### src/rtl/uart_cmd_responder.sv
// ---------------------------------------------------------------------------
// uart_cmd_responder
//
// Byte-level command responder that sits on the FIFO side of a UART core.
// It pops framed host commands (HDR, CMD, ADDR, [DATA], CHK) from the Rx
// FIFO and validates them. It then executes register writes and reads on
// an internal register bank and pushes ACK/NAK response frames into the
// Tx FIFO.
//
// Ports:
//   clk_100MHz  in   system clock
//   reset       in   synchronous, active-high reset
//   rx_empty    in   Rx FIFO empty flag
//   rx_data     in   Rx FIFO head word, valid while rx_empty=0
//   rx_pop      out  one-cycle pop strobe to the Rx FIFO
//   tx_full     in   Tx FIFO full flag
//   tx_data     out  byte to the Tx FIFO, valid while tx_push=1
//   tx_push     out  one-cycle push strobe to the Tx FIFO
//   reg_out     out  flattened register bank, reg k at [8k+7:8k]
//   err_cnt     out  saturating count of NAKs plus timeouts
//   busy        out  high whenever the FSM is not idle
// ---------------------------------------------------------------------------
module uart_cmd_responder #(
    parameter int               DBITS       = 8,
    parameter int               NREGS       = 8,
    parameter logic [DBITS-1:0] HDR         = 8'hA5,
    parameter int               TIMEOUT_CYC = 1_000_000,
    parameter int               TO_BITS     = 20
) (
    input  logic                   clk_100MHz,
    input  logic                   reset,
    input  logic                   rx_empty,
    input  logic [DBITS-1:0]       rx_data,
    output logic                   rx_pop,
    input  logic                   tx_full,
    output logic [DBITS-1:0]       tx_data,
    output logic                   tx_push,
    output logic [NREGS*DBITS-1:0] reg_out,
    output logic [7:0]             err_cnt,
    output logic                   busy
);

    localparam int               AW      = (NREGS > 1) ? $clog2(NREGS) : 1;
    localparam logic [DBITS-1:0] CMD_WR  = DBITS'(8'h57);
    localparam logic [DBITS-1:0] CMD_RD  = DBITS'(8'h52);
    localparam logic [DBITS-1:0] ACK     = DBITS'(8'h06);
    localparam logic [DBITS-1:0] NAK     = DBITS'(8'h15);
    localparam logic [DBITS-1:0] NREGS_B = DBITS'(NREGS);
    localparam logic [TO_BITS-1:0] TO_LAST = TO_BITS'(TIMEOUT_CYC - 1);

    typedef enum logic [2:0] {
        S_IDLE,
        S_GET_CMD,
        S_GET_ADDR,
        S_GET_DATA,
        S_GET_CHK,
        S_EXEC,
        S_SEND
    } state_t;

    state_t             state_q, state_d;
    logic [DBITS-1:0]   cmd_q, cmd_d;
    logic [DBITS-1:0]   addr_q, addr_d;
    logic [DBITS-1:0]   data_q, data_d;
    logic [DBITS-1:0]   chk_q, chk_d;
    logic [DBITS-1:0]   reply_q, reply_d;
    logic               ack_q, ack_d;
    logic               rd_resp_q, rd_resp_d;
    logic [1:0]         idx_q, idx_d;
    logic [TO_BITS-1:0] to_cnt_q, to_cnt_d;
    logic [7:0]         err_q, err_d;
    logic [DBITS-1:0]   regs_q [NREGS];
    logic [DBITS-1:0]   regs_d [NREGS];

    logic               frame_ok;
    logic [AW-1:0]      reg_idx;

    function automatic logic [7:0] sat_inc(input logic [7:0] v);
        return (v == 8'hFF) ? v : v + 8'd1;
    endfunction

    // Frame validity is judged purely from the captured bytes. data_q is
    // cleared for non-write commands, so the same XOR covers both formats.
    assign reg_idx  = addr_q[AW-1:0];
    assign frame_ok = ((cmd_q == CMD_WR) || (cmd_q == CMD_RD)) &&
                      (addr_q < NREGS_B) &&
                      (chk_q == (cmd_q ^ addr_q ^ data_q));

    // Next-state and output logic. Strobes are gated by reset so that nothing
    // is popped or pushed in a reset cycle, even mid-response.
    always_comb begin
        state_d   = state_q;
        cmd_d     = cmd_q;
        addr_d    = addr_q;
        data_d    = data_q;
        chk_d     = chk_q;
        reply_d   = reply_q;
        ack_d     = ack_q;
        rd_resp_d = rd_resp_q;
        idx_d     = idx_q;
        to_cnt_d  = '0;
        err_d     = err_q;
        regs_d    = regs_q;
        rx_pop    = 1'b0;
        tx_push   = 1'b0;
        tx_data   = '0;

        case (state_q)
            S_IDLE: begin
                if (!rx_empty) begin
                    rx_pop = 1'b1;
                    if (rx_data == HDR) begin
                        state_d = S_GET_CMD;
                    end
                end
            end

            S_GET_CMD, S_GET_ADDR, S_GET_DATA, S_GET_CHK: begin
                if (!rx_empty) begin
                    rx_pop = 1'b1;
                    case (state_q)
                        S_GET_CMD: begin
                            cmd_d   = rx_data;
                            state_d = S_GET_ADDR;
                        end
                        S_GET_ADDR: begin
                            addr_d = rx_data;
                            if (cmd_q == CMD_WR) begin
                                state_d = S_GET_DATA;
                            end else begin
                                data_d  = '0;
                                state_d = S_GET_CHK;
                            end
                        end
                        S_GET_DATA: begin
                            data_d  = rx_data;
                            state_d = S_GET_CHK;
                        end
                        default: begin
                            chk_d   = rx_data;
                            state_d = S_EXEC;
                        end
                    endcase
                end else if (to_cnt_q == TO_LAST) begin
                    // Host went silent mid-frame: drop it without replying.
                    err_d   = sat_inc(err_q);
                    state_d = S_IDLE;
                end else begin
                    to_cnt_d = to_cnt_q + 1'b1;
                end
            end

            S_EXEC: begin
                ack_d     = frame_ok;
                rd_resp_d = frame_ok && (cmd_q == CMD_RD);
                idx_d     = 2'd0;
                state_d   = S_SEND;
                if (!frame_ok) begin
                    err_d = sat_inc(err_q);
                end else if (cmd_q == CMD_WR) begin
                    regs_d[reg_idx] = data_q;
                end else begin
                    reply_d = regs_q[reg_idx];
                end
            end

            S_SEND: begin
                case (idx_q)
                    2'd0:    tx_data = HDR;
                    2'd1:    tx_data = ack_q ? ACK : NAK;
                    default: tx_data = reply_q;
                endcase
                if (!tx_full) begin
                    tx_push = 1'b1;
                    if (idx_q == (rd_resp_q ? 2'd2 : 2'd1)) begin
                        state_d = S_IDLE;
                    end else begin
                        idx_d = idx_q + 2'd1;
                    end
                end
            end

            default: begin
                state_d = S_IDLE;
            end
        endcase

        if (reset) begin
            rx_pop  = 1'b0;
            tx_push = 1'b0;
            tx_data = '0;
        end
    end

    // State register with synchronous reset.
    always_ff @(posedge clk_100MHz) begin
        if (reset) begin
            state_q   <= S_IDLE;
            cmd_q     <= '0;
            addr_q    <= '0;
            data_q    <= '0;
            chk_q     <= '0;
            reply_q   <= '0;
            ack_q     <= 1'b0;
            rd_resp_q <= 1'b0;
            idx_q     <= 2'd0;
            to_cnt_q  <= '0;
            err_q     <= 8'd0;
            for (int k = 0; k < NREGS; k++) begin
                regs_q[k] <= '0;
            end
        end else begin
            state_q   <= state_d;
            cmd_q     <= cmd_d;
            addr_q    <= addr_d;
            data_q    <= data_d;
            chk_q     <= chk_d;
            reply_q   <= reply_d;
            ack_q     <= ack_d;
            rd_resp_q <= rd_resp_d;
            idx_q     <= idx_d;
            to_cnt_q  <= to_cnt_d;
            err_q     <= err_d;
            for (int k = 0; k < NREGS; k++) begin
                regs_q[k] <= regs_d[k];
            end
        end
    end

    for (genvar k = 0; k < NREGS; k++) begin : g_reg_out
        assign reg_out[k*DBITS +: DBITS] = regs_q[k];
    end

    assign err_cnt = err_q;
    assign busy    = (state_q != S_IDLE);

endmodule
### config.mk
export PLATFORM = sky130hd
export DESIGN_NAME = uart_cmd_responder
export DESIGN_NICKNAME = d
export VERILOG_FILES = /design/src/rtl/uart_cmd_responder.sv
export SDC_FILE = /design/constraint.sdc
export NUM_CORES = 1
export LEC_CHECK = 0
export ABC_CLOCK_PERIOD_IN_PS = 3200
export BUFFER_PORTS_ARGS = -buffer_cell sky130_fd_sc_hd__buf_4
export CAP_MARGIN = 20
export CORE_MARGIN = 4
export CORE_UTILIZATION = 30
export CTS_CLUSTER_SIZE = 28
export DETAILED_ROUTE_END_ITERATION = 16
export GPL_TIMING_DRIVEN = 0
export PLACE_DENSITY_LB_ADDON = 0.3
export SLEW_MARGIN = 0
export SYNTH_ARGS = -nofsm -noshare
export SYNTH_HDL_FRONTEND = slang
export SYNTH_SLANG_ARGS = --single-unit
### constraint.sdc
create_clock -name clk_100MHz -period 3.2 [get_ports clk_100MHz]
set_input_delay 0.16 -clock clk_100MHz [delete_from_list [all_inputs] [get_ports clk_100MHz]]
set_output_delay 0.16 -clock clk_100MHz [all_outputs]
set_load 0.03 [all_outputs]
* Word level (Yosys, flattened, before mapping)
Index checks and enable logic that the tools add are counted.
Storage, ports and cells: input bits 12, flip-flop bits (word level) 139
Operators by class: bitwise gates (word level) 7, mux-type cells 36, eq/ne operators 24, add/sub/neg operators 3, order comparisons 3, reduce and logical (&&, ||, !) cells 24
Operators by type and width (count):
- 8-bit 2-to-1 mux | 10
- 64-bit bitwise mux | 1
- 8-bit one-hot mux with 2 select lines | 3
- 8-bit binary-select mux with 3-bit select | 1
- 8-bit demux with 3-bit select | 1
- 3-bit 2-to-1 mux | 7
- 20-bit by 1-bit adder with 20-bit output (second input constant) | 1
- 20-bit == test (second input constant) | 1
- 2-bit inequality test (second input constant) | 9
- 3-bit AND reduction | 6
- 8-bit by 7-bit == test with 1-bit output (second input constant) | 2
- 8-bit == test (second input constant) | 2
- 8-bit bitwise XOR | 2
- 3-bit one-hot mux with 4 select lines | 1
- 3-bit == test (second input constant) | 3
- 3-bit one-hot mux with 3 select lines | 1
- 8-bit by 1-bit adder with 8-bit output (second input constant) | 1
- 8-bit == test | 1
- 8-bit by 4-bit less-than comparator with 1-bit output (second input constant) | 1
- 4-bit AND reduction | 2
- 4-bit OR reduction | 2
- 3-bit by 2-bit == test with 1-bit output (second input constant) | 2
- 1-bit 2-to-1 mux | 6
- 2-bit 2-to-1 mux | 3
- other kinds (20) | 28

* Longest topological paths before layout
Gate-level depths: netlist of the first run.
word-level depth 6, mapped depth 9

* Worst setup path after synthesis of the first run
No wires, ideal clock.
path kind register -> output, from register state_q[2], to output port tx_data[3], data arrival time 2.276 ns, setup slack 0.764 ns, stages on the path, launching flop included 6, data required time 3.040 ns, path buffers 2, cell sequence dfxtp_1 clkbuf_1 nand2_1 or3_1 clkbuf_1 nor4b_1
On the way: word-level cells in the longest chain between the ends 3
RTL lines:
- from (decl) | RTL line 61 | state_t state_q, state_d;
- from (signal assigned) | RTL line 213 | state_q <= state_d;
- 3-bit == test | RTL line 108 | case (state_q)
- 8-bit 2-to-1 mux | RTL line 108
- 8-bit 2-to-1 mux | RTL line 188 | if (reset) begin
- to (decl) | RTL line 36 | output logic [DBITS-1:0] tx_data,
Every way passes these cells.

* Worst setup path after layout of the first run
from register cmd_q[3], to register regs_q, in the netlist reg_out[25]
On the way: word-level cells in the longest chain between the ends 5
RTL lines:
- from (decl) | RTL line 62 | logic [DBITS-1:0] cmd_q, cmd_d;
- from (signal assigned) | RTL line 214 | cmd_q <= cmd_d;
- 8-bit bitwise XOR, or another cell as far along | RTL line 87 | (chk_q == (cmd_q ^ addr_q ^ data_q));
- 8-bit bitwise XOR / 1-bit logical OR (equally long branches) | RTL line 87, 85
- 8-bit == test / 1-bit logical AND (equally long branches) | RTL line 87, 85
- 1-bit logical AND | RTL line 86 | (addr_q < NREGS_B) &&
- 3-bit AND reduction (no source line) (*)
- to (signal, indexed assignment) | RTL line 225 | regs_q[k] <= regs_d[k];
- to (decl) | RTL line 72 | logic [DBITS-1:0] regs_q [NREGS];
Mark *: on every way between the ends. The rest lies on a longest branch, timed or not. A chain may end at the register's enable or synchronous reset.

==> results.py, run 1 <==
metrics = {
    "job": {
        "cap_viol_max_count": 0,
    },
    "sta": {
        "worst_slack_ns": 0.2871,
        "timing.hold.ws_ns": 0.01986,
        "period_minus_slack_ns": 2.913,
        "slew_headroom_pct": 30.22,
        "clock_skew_ns": 0.01045,
        "finalCritPeriodShare_pct": 91.03,
        "drv_slew": 0,
        "timing_hold_violations_final": 0,
        "setup_viol": 0,
        "tightest_slew_ns": 1.039,
        "rsz0062_at_grt": "no",
        "max_freq_mhz": 343.3,
        "tns_ns": 0,
    },
    "power": {
        "finalPower_w": 0.004142,
        "peakVddDrop_v": 0.0003275,
        "p_per_area_nw_per_um2": 508.4,
        "cellLeakagePower_nw": 2.883,
    },
    "synth": {
        "synthCells": 725,
        "synth_top_family_by_area": "simple AND/OR/NAND/NOR gates",
        "yosys_warnings": 0,
        "syn_avg_cell_area_sq_um": 8.895,
        "synthMuxAreaShare_pct": 10.77,
        "synth_compound_area_share_pct": 10.75,
        "synth-edff-count": 0,
        "synth_xor_area_share_pct": 5.433,
        "yosysUniqueCellTypes": 49,
        "synth-simple-area-share_pct": 25.75,
        "synthArstFlopShare_pct": 0,
        "synth_area_sq_um": 6449,
        "synth_ff_type": "dfxtp_1",
        "yosysSeqAreaShare_pct": 43.15,
        "synth-seq-cells": 139,
        "synth_fa_ha_area_share_pct": 0.7761,
        "syn_nets": 741,
    },
    "global_routing": {
        "grt_pass1_vias": 5468,
        "grt_antenna_before_repair": 0,
        "track_usage_pct": 16.76,
        "grt.met2_usage_pct": 26.04,
        "grt_use_met3_pct": 4.393,
        "globalRouteMet1Util_pct": 23.43,
        "grt_max_degree": 17,
        "top_usage_layer": "met2",
        "grt_pass1_wl_mm": 31.24,
        "grt-ovfl-total": 0,
    },
    "clocking": {
        "cts_made_buffers": 17,
        "ctsLongestPathBuffers": 2,
        "htreeDepth": 4,
        "clk_pin_slew_ns": 0.06,
        "cts_tree": "built",
        "ctsResizeCount": 0,
        "hold_buffers": 0,
        "clock_sinks": 139,
        "cts_root_buf": "clkbuf_16",
        "post_cts_buffers": 0,
        "clk_latency_ns": 0.43,
    },
    "setup_path": {
        "crit_cells": 7,
        "arrival_ns": 3.21,
        "r2r_setup_slack_ns": 0.29,
        "r2r_start": "cmd_q[3]",
        "crit_path_start": "cmd_q[3]",
        "slowest_stage": "nor4_4",
        "startpoint_type": "flop",
        "crit_fanout": 10,
        "cp_top_family": "simple AND/OR/NAND/NOR gates",
        "path_class": "reg -> reg",
        "required_ns": 3.49,
        "critPathCapture": "reg_out[25]",
        "reg2reg_to": "reg_out[25]",
        "timing.reg2reg.worst_path_depth": 7,
        "crit_buf_inv": 1,
        "critical_path.endpoint_type": "flop",
        "crit_chain": "nand4bb_4 > nor3_1 > clkbuf_1 > nand2_1 > nor4_4 > mux2i_1 > nor2_1",
        "crit_path_max_incr_delay_ns": 0.82,
    },
    "finish": {
        "fin_util_pct": 38.64,
        "final_cell_mix": "139 x dfxtp_1, 117 x nor2_1, 95 x buf_4",
        "nFillCells": 2151,
        "area_delta_synth_final_pct": 26.35,
        "antennaDiodeCount": 0,
        "nets": 857,
        "mostFrequentLayoutCell": "dfxtp_1",
        "drive_above_1_share_pct": 19.09,
    },
    "floorplanning": {
        "ios": 95,
        "dieHeight_um": 154.6,
        "fp-row-count": 53,
        "die_area_sq_um": 23910,
        "die_w_um": 154.6,
        "core_sq_um": 21090,
        "start_util_pct": 30.58,
    },
    "detailed_routing": {
        "first_iter_violations": 436,
        "vias": 5673,
        "drt.antenna.violating_nets": 0,
        "wirelength_mm": 20.03,
        "drc_errors": 0,
        "routedWlPerCell_um": 17.74,
        "drtPass1Iterations": 5,
        "via_per_inst": 5.025,
    },
    "min_path": {
        "hold_path.startpoint": "rx_data[3]",
        "hp-class": "in -> reg",
    },
    "placement": {
        "port_buffers": 93,
        "preCtsSetupSlack_ns": 0.2239,
        "hpwlAfterDp_mm": 14.28,
        "finalWeightedCongestion": 0.8059,
    },
    "run_status": {
        "status": "complete, no violations",
    },
}
[sequential cells by signal (all words and copies together) (netlist names)]
| name | flops |
|---|---|
| ack_q | 1 |
| state_q | 3 |
| err_cnt | 8 |
| to_cnt_q | 20 |
| rd_resp_q | 1 |
| cmd_q | 8 |
| reply_q | 8 |
| chk_q | 8 |
| data_q | 8 |
| idx_q | 2 |
| addr_q | 8 |
| reg_out | 64 |
[per-layer routing]
| metal | up-vias | routed length, um |
|---|---|---|
| li1 | 2806 | - |
| met4 | 0 | 209 |
| met3 | 16 | 1060 |
| met1 | 2699 | 9604 |
| met5 | - | 0 |
| met2 | 152 | 9158 |
[layout make-up]
class	count	area [sq um]	share of cell area, %
timing repair buffer	97	725.7	8.907
sequential	139	2783	34.15
clock inverter	15	185.2	2.273
tap	275	344.1	4.223
inverter	8	30.03	0.3686
buffer	45	187.7	2.303
multi-input combinational	533	3467	42.55
clock buffer	17	425.4	5.221
[synth_stat cells (all sizes together) (3+ instances only)]
master | instances | area [sq um]
nand2 | 80 | 302.8
nor4 | 12 | 207.7
a22o | 17 | 148.9
nor2b | 8 | 50.05
mux2i | 66 | 660.6
buf | 14 | 71.32
nand3 | 15 | 75.07
mux2 | 3 | 33.78
a221oi | 16 | 140.1
a21oi | 48 | 240.2
nor3 | 19 | 95.09
nor2 | 118 | 450.4
xnor2 | 24 | 210.2
and3 | 11 | 68.82
or4 | 5 | 41.29
nor3b | 6 | 45.04
nand2b | 5 | 31.28
or3 | 10 | 62.56
nand4 | 14 | 102.6
o21ai | 7 | 35.03
o31ai | 6 | 45.04
dfxtp | 139 | 2783
ha | 4 | 50.05
xor2 | 16 | 140.1
inv | 8 | 30.03
clkbuf | 31 | 116.4
nor4b | 3 | 26.28
[worst reg2reg max path, delay by kind of cell (launching register included)]
family | cells | cell delay [ns]
flops | 1 | 0.33
mux | 1 | 0.29
buf+inv | 1 | 0.48
simple gates | 5 | 1.68
[worst min-delay path by stage]
stage	cells after the start	slack, ns	to
after floorplan	2	0.30	chk_q[0]
after global placement	1	0.45	to_cnt_q[0]
after detailed placement	1	0.45	to_cnt_q[0]
after CTS	3	0.003	cmd_q[7]
after global routing	3	0.01	cmd_q[7]
final	3	0.02	chk_q[3]
[metrics by stage]
stage	cells	cell area, sq um
after floorplan	725	6449
after global placement	1093	7491
after detailed placement	1095	7513
after CTS	1127	8124
after global routing	1129	8148
final	1129	8148
[cell families (layout without fill, tap and decap cells)]
group / count (synthesis) / in the layout
and+or+nand+nor: 315 / 315
DFF: 139 / 139
AOI/OAI and AO/OA: 105 / 105
muxes: 69 / 69
buffers and inverters: 53 / 182
xor gates and xnor gates: 40 / 40
adders and majority gates: 4 / 4
[power breakdown]
group          switching (W)  internal, W
sequential         0.0000195      0.00175
clock               0.000827      0.00124
combinational       0.000219    0.0000905
Power figures use the tool's default switching activity.
==> inputs of run 2 (changes only) <==
--- a/config.mk
+++ b/config.mk
@@ -5,10 +5,9 @@
 export SDC_FILE = /design/constraint.sdc
 export NUM_CORES = 1
 export LEC_CHECK = 0
-export ABC_CLOCK_PERIOD_IN_PS = 3200
+export ABC_CLOCK_PERIOD_IN_PS = 3050
 export BUFFER_PORTS_ARGS = -buffer_cell sky130_fd_sc_hd__buf_4
 export CAP_MARGIN = 20
-export CORE_MARGIN = 4
 export CORE_UTILIZATION = 30
 export CTS_CLUSTER_SIZE = 28
 export DETAILED_ROUTE_END_ITERATION = 16
==> constraint.sdc (replaced) <==
create_clock -name clk_100MHz -period 3.05 [get_ports clk_100MHz]
set_input_delay 0.1525 -clock clk_100MHz [delete_from_list [all_inputs] [get_ports clk_100MHz]]
set_output_delay 0.1525 -clock clk_100MHz [all_outputs]
set_load 0.03 [all_outputs]
==> results.py, run 2 (synthesis gave the netlist of run 1 again) <==
metrics = {
    "detailed_routing": {
        "vias": 5689,
        "drtPass1Iterations": 5,
        "wirelength_mm": 19.56,
        "drt.antenna.violating_nets": 0,
        "routedWlPerCell_um": 17.32,
        "drc_errors": 0,
        "first_iter_violations": 369,
        "via_per_inst": 5.039,
    },
    "placement": {
        "port_buffers": 93,
        "hpwlAfterDp_mm": 14.15,
        "finalWeightedCongestion": 0.7925,
        "place_inst": 1097,
        "dpl_cell_area_sq_um": 7516,
    },
    "floorplanning": {
        "core_sq_um": 21020,
        "ios": 95,
        "fp-row-count": 53,
        "die_w_um": 148.6,
        "start_util_pct": 30.68,
        "dieHeight_um": 148.6,
        "die_area_sq_um": 22090,
    },
    "setup_path": {
        "startpoint_type": "flop",
        "crit_fanout": 9,
        "arrival_ns": 3.04,
        "path_class": "reg -> reg",
        "critical_path.endpoint_type": "flop",
        "r2r_setup_slack_ns": 0.29,
        "required_ns": 3.33,
    },
    "sta": {
        "setup_viol": 0,
        "tns_ns": 0,
        "clock_skew_ns": 0.009075,
        "rsz0062_at_grt": "no",
        "max_freq_mhz": 361.8,
        "period_minus_slack_ns": 2.764,
        "tightest_slew_ns": 1.071,
        "timing.hold.ws_ns": 0.02150,
        "drv_slew": 0,
        "finalCritPeriodShare_pct": 90.61,
        "slew_headroom_pct": 28.06,
        "timing_hold_violations_final": 0,
    },
    "finish": {
        "nets": 859,
        "final_cells": 1129,
        "drive_above_1_share_pct": 18.85,
        "nFillCells": 2167,
        "final_cell_area_sq_um": 8083,
        "mostFrequentLayoutCell": "dfxtp_1",
        "largest_reg_flops": 64,
        "area_delta_synth_final_pct": 25.34,
        "final_cell_mix": "139 x dfxtp_1, 117 x nor2_1, 96 x buf_4",
        "antennaDiodeCount": 0,
    },
    "clocking": {
        "post_cts_buffers": 0,
        "clock_sinks": 139,
        "clk_pin_slew_ns": 0.06,
        "ctsLongestPathBuffers": 2,
        "cts_made_buffers": 17,
        "cts_tree": "built",
        "htreeDepth": 4,
        "clk_latency_ns": 0.42,
        "cts_root_buf": "clkbuf_16",
    },
    "global_routing": {
        "grt_pass1_wl_mm": 30.81,
        "grt-ovfl-total": 0,
        "grt_antenna_before_repair": 1,
        "track_usage_pct": 18.39,
        "grt_max_degree": 17,
        "grt_pass1_vias": 5369,
    },
    "power": {
        "cellLeakagePower_nw": 2.853,
        "p_per_area_nw_per_um2": 500.9,
        "peakVddDrop_v": 0.0002870,
        "finalPower_w": 0.004049,
    },
    "job": {
        "cap_viol_max_count": 0,
    },
    "min_path": {
        "hp-class": "in -> reg",
    },
    "run_status": {
        "status": "complete, no violations",
    },
}
[run 2: worst max-delay path, stage by stage, from the launching register on]
cell and delay, ns:
dfxtp_1 0.46, nand3b_2 0.24, nor4_2 0.41, nand4_4 0.36
nor4_4 0.82, mux2i_1 0.27, nor2_1 0.06
[run 2: final timing paths]
path	startpoint	end	cells after the start
hold / removal	rx_data[1]	chk_q[1]	3
hold reg to reg	to_cnt_q[0]	to_cnt_q[0]	1
setup reg to reg	state_q[0]	reg_out[29]	6
setup / recovery	state_q[0]	reg_out[29]	6
[run 2: repair_timing]
action	in CTS	in global routing
endpoints found under the setup margin	0	11
hold endpoints to repair	3	0
hold buffers	1	0
gates resized for setup	0	2
[run 2: area by class of cell]
cell class,count,area (sq um),area share [%]
well taps,275,344.1,4.257
repair buffers,99,740.7,9.164
clock buffers,20,466.7,5.774
plain buffers,45,187.7,2.322
flip-flops and latches,139,2783,34.43
multi-input cells,533,3462,42.83
inverters,8,30.03,0.3715
clock inverters,10,68.82,0.8514
[run 2: report_power, final]
| part | switching, W | internal, W |
|---|---|---|
| Combinational | 0.000230 | 0.0000955 |
| Sequential | 0.0000210 | 0.00183 |
| Clock | 0.000776 | 0.00109 |
| Total | 0.00103 | 0.00302 |
[run 2: per-stage QoR]
step                util, %  setup slack [ns]
floorplan                 -            0.6215
global placement      35.63          -0.02764
detailed placement    35.75           0.04713
CTS                   38.35           0.04072
global route          38.45           0.07459
finish                38.45            0.2863
[run 2: layer usage]
metal	share of wire [%]	GRT usage, %
met5	0.066	0
met1	46	25.06
met3	5.2	3.712
met4	1.8	6.082
met2	46	28.83
==> inputs of run 3 (changes only) <==
--- a/config.mk
+++ b/config.mk
@@ -5,7 +5,7 @@
 export SDC_FILE = /design/constraint.sdc
 export NUM_CORES = 1
 export LEC_CHECK = 0
-export ABC_CLOCK_PERIOD_IN_PS = 3050
+export ABC_CLOCK_PERIOD_IN_PS = 2600
 export BUFFER_PORTS_ARGS = -buffer_cell sky130_fd_sc_hd__buf_4
 export CAP_MARGIN = 20
 export CORE_UTILIZATION = 30
@@ -13,6 +13,7 @@
 export DETAILED_ROUTE_END_ITERATION = 16
 export GPL_TIMING_DRIVEN = 0
 export PLACE_DENSITY_LB_ADDON = 0.3
+export SETUP_SLACK_MARGIN = 0.2
 export SLEW_MARGIN = 0
 export SYNTH_ARGS = -nofsm -noshare
 export SYNTH_HDL_FRONTEND = slang
==> constraint.sdc (replaced) <==
create_clock -name clk_100MHz -period 2.6 [get_ports clk_100MHz]
set_input_delay 0.13 -clock clk_100MHz [delete_from_list [all_inputs] [get_ports clk_100MHz]]
set_output_delay 0.13 -clock clk_100MHz [all_outputs]
set_load 0.03 [all_outputs]
==> results.py, run 3 (synthesis gave the netlist of run 1 again) <==
metrics = {
    "sta": {
        "setup_viol": 0,
        "rsz0062_at_grt": "yes",
        "clock_skew_ns": 0.008949,
        "timing.hold.ws_ns": 0.1126,
        "max_freq_mhz": 414.4,
        "drv_slew": 0,
        "tightest_slew_ns": 1.120,
        "slew_headroom_pct": 24.77,
        "timing_hold_violations_final": 0,
        "period_minus_slack_ns": 2.413,
        "finalCritPeriodShare_pct": 92.82,
    },
    "setup_path": {
        "crit_path_max_incr_delay_ns": 0.45,
        "path_class": "reg -> reg",
        "slowest_stage": "dfxtp_1",
        "crit_buf_inv": 2,
        "critical_path.endpoint_type": "flop",
        "crit_fanout": 10,
        "required_ns": 2.91,
        "arrival_ns": 2.72,
        "cp_top_family": "simple AND/OR/NAND/NOR gates",
        "r2r_setup_slack_ns": 0.19,
        "timing.reg2reg.worst_path_depth": 8,
        "r2r_start": "state_q[0]",
        "reg2reg_to": "err_cnt[0]",
        "crit_chain": "nand3b_2 > nor4_4 > nand4_4 > buf_12 > nor3_4 > clkbuf_4 > nor2_1 > mux2_2",
        "startpoint_type": "flop",
    },
    "floorplanning": {
        "die_area_sq_um": 22090,
        "start_util_pct": 30.68,
        "fp-row-count": 53,
        "die_w_um": 148.6,
        "dieHeight_um": 148.6,
        "core_sq_um": 21020,
        "ios": 95,
    },
    "min_path": {
        "hold_depth": 4,
        "hold_path.startpoint": "tx_full",
        "hp-class": "in -> reg",
        "min_to": "idx_q[0]",
    },
    "detailed_routing": {
        "drc_errors": 0,
        "drtPass1Iterations": 5,
        "routedWlPerCell_um": 17.28,
        "via_per_inst": 5.007,
        "first_iter_violations": 355,
        "drt.antenna.violating_nets": 0,
        "wirelength_mm": 19.85,
        "vias": 5753,
    },
    "global_routing": {
        "grt_pass1_wl_mm": 31.31,
        "track_usage_pct": 18.61,
        "grt-ovfl-total": 0,
        "grt_max_degree": 17,
        "grt_pass1_vias": 5481,
        "grt_antenna_before_repair": 2,
    },
    "finish": {
        "nets": 879,
        "largest_reg_flops": 64,
        "mostFrequentLayoutCell": "dfxtp_1",
        "area_delta_synth_final_pct": 30.60,
        "final_cell_mix": "139 x dfxtp_1, 115 x nor2_1, 101 x buf_4",
        "final_cell_area_sq_um": 8422,
        "drive_above_1_share_pct": 21.40,
        "antennaDiodeCount": 0,
    },
    "placement": {
        "dpl_cell_area_sq_um": 7516,
        "finalWeightedCongestion": 0.7925,
        "hpwlAfterDp_mm": 14.15,
        "port_buffers": 93,
    },
    "clocking": {
        "cts_root_buf": "clkbuf_16",
        "clock_sinks": 139,
        "cts_made_buffers": 17,
        "ctsLongestPathBuffers": 2,
        "htreeDepth": 4,
        "clk_latency_ns": 0.42,
        "clk_pin_slew_ns": 0.06,
        "cts_tree": "built",
    },
    "job": {
        "cap_viol_max_count": 0,
    },
    "power": {
        "p_per_area_nw_per_um2": 567.9,
        "peakVddDrop_v": 0.0003334,
        "cellLeakagePower_nw": 2.991,
    },
    "run_status": {
        "status": "complete, no violations",
    },
}
-- run 3: cell types whose count changed in the layout (fill, tap and decap cells not counted), sizes merged --
| cell | previous run | this run |
|---|---|---|
| dlygate4sd3 | 1 | 8 |
| clkbuf | 52 | 51 |
| buf | 111 | 125 |
-- run 3: worst register-to-register path: cells and delay by family (launching register included) --
kind / cells / cell delay [ns]
flip-flops: 1 / 0.45
AND/OR/NAND/NOR: 5 / 1.13
multiplexers: 1 / 0.27
buffers and inverters: 2 / 0.46
-- run 3: cell type report --
type	count	area (sq um)
Tap cell	275	344.1
Sequential cell	139	2783
Inverter	8	30.03
Clock inverter	10	68.82
Clock buffer	20	466.7
Timing Repair Buffer	119	1008
Fill cell	2115	12600
Multi-Input combinational cell	533	3517
Buffer	45	203.9
-- run 3: worst max path at each step --
stage	from	end	slack (ns)	cells after the start
after floorplan	state_q[2]	tx_data[3]	0.19	5
after global placement	addr_q[1]	reg_out[18]	-0.48	6
after detailed placement	data_q[5]	reply_q[5]	-0.40	9
after CTS	state_q[0]	err_cnt[0]	0.12	8
after global routing	state_q[0]	err_cnt[0]	0.09	8
final	state_q[0]	err_cnt[0]	0.19	8
-- run 3: layer usage --
| metal | wire length [um] | up-vias | track usage [%] |
|---|---|---|---|
| met5 | 13 | - | 0 |
| met4 | 318 | 2 | 6.134 |
| met3 | 960 | 30 | 3.865 |
| met2 | 9242 | 131 | 29.30 |
| met1 | 9320 | 2759 | 25.21 |
| li1 | - | 2831 | - |
-- run 3: metrics by stage --
stage                     utilization, %  setup TNS (ns)  cells  worst slack (ns)  total power [W]
final                              40.06               0   1149            0.1867         0.004783
after global routing               40.06               0   1149           0.08969         0.004966
after CTS                          39.80               0   1148            0.1171         0.004806
after detailed placement           35.75          -7.865   1097           -0.4029         0.002596
after global placement             35.63          -17.51   1093           -0.4776         0.002592
after floorplan                        -               0    725            0.1940         0.002474
-- run 3: repair_timing --
item | in CTS | in global routing
buffers inserted | 13 | 1
endpoints found under the setup margin | 85 | 71
pin swaps | 12 | 1
hold buffers | 8 | 0
resized for setup | 9 | 16
endpoints found under the hold margin | 17 | 0
-- run 3: report_power, final --
part / switching (W) / total [W] / internal, W / leakage [nW]
clock network: 0.000915 / 0.00220 / 0.00128 / 0.260
registers: 0.0000248 / 0.00218 / 0.00215 / 1.12
logic: 0.000280 / 0.000410 / 0.000130 / 1.61
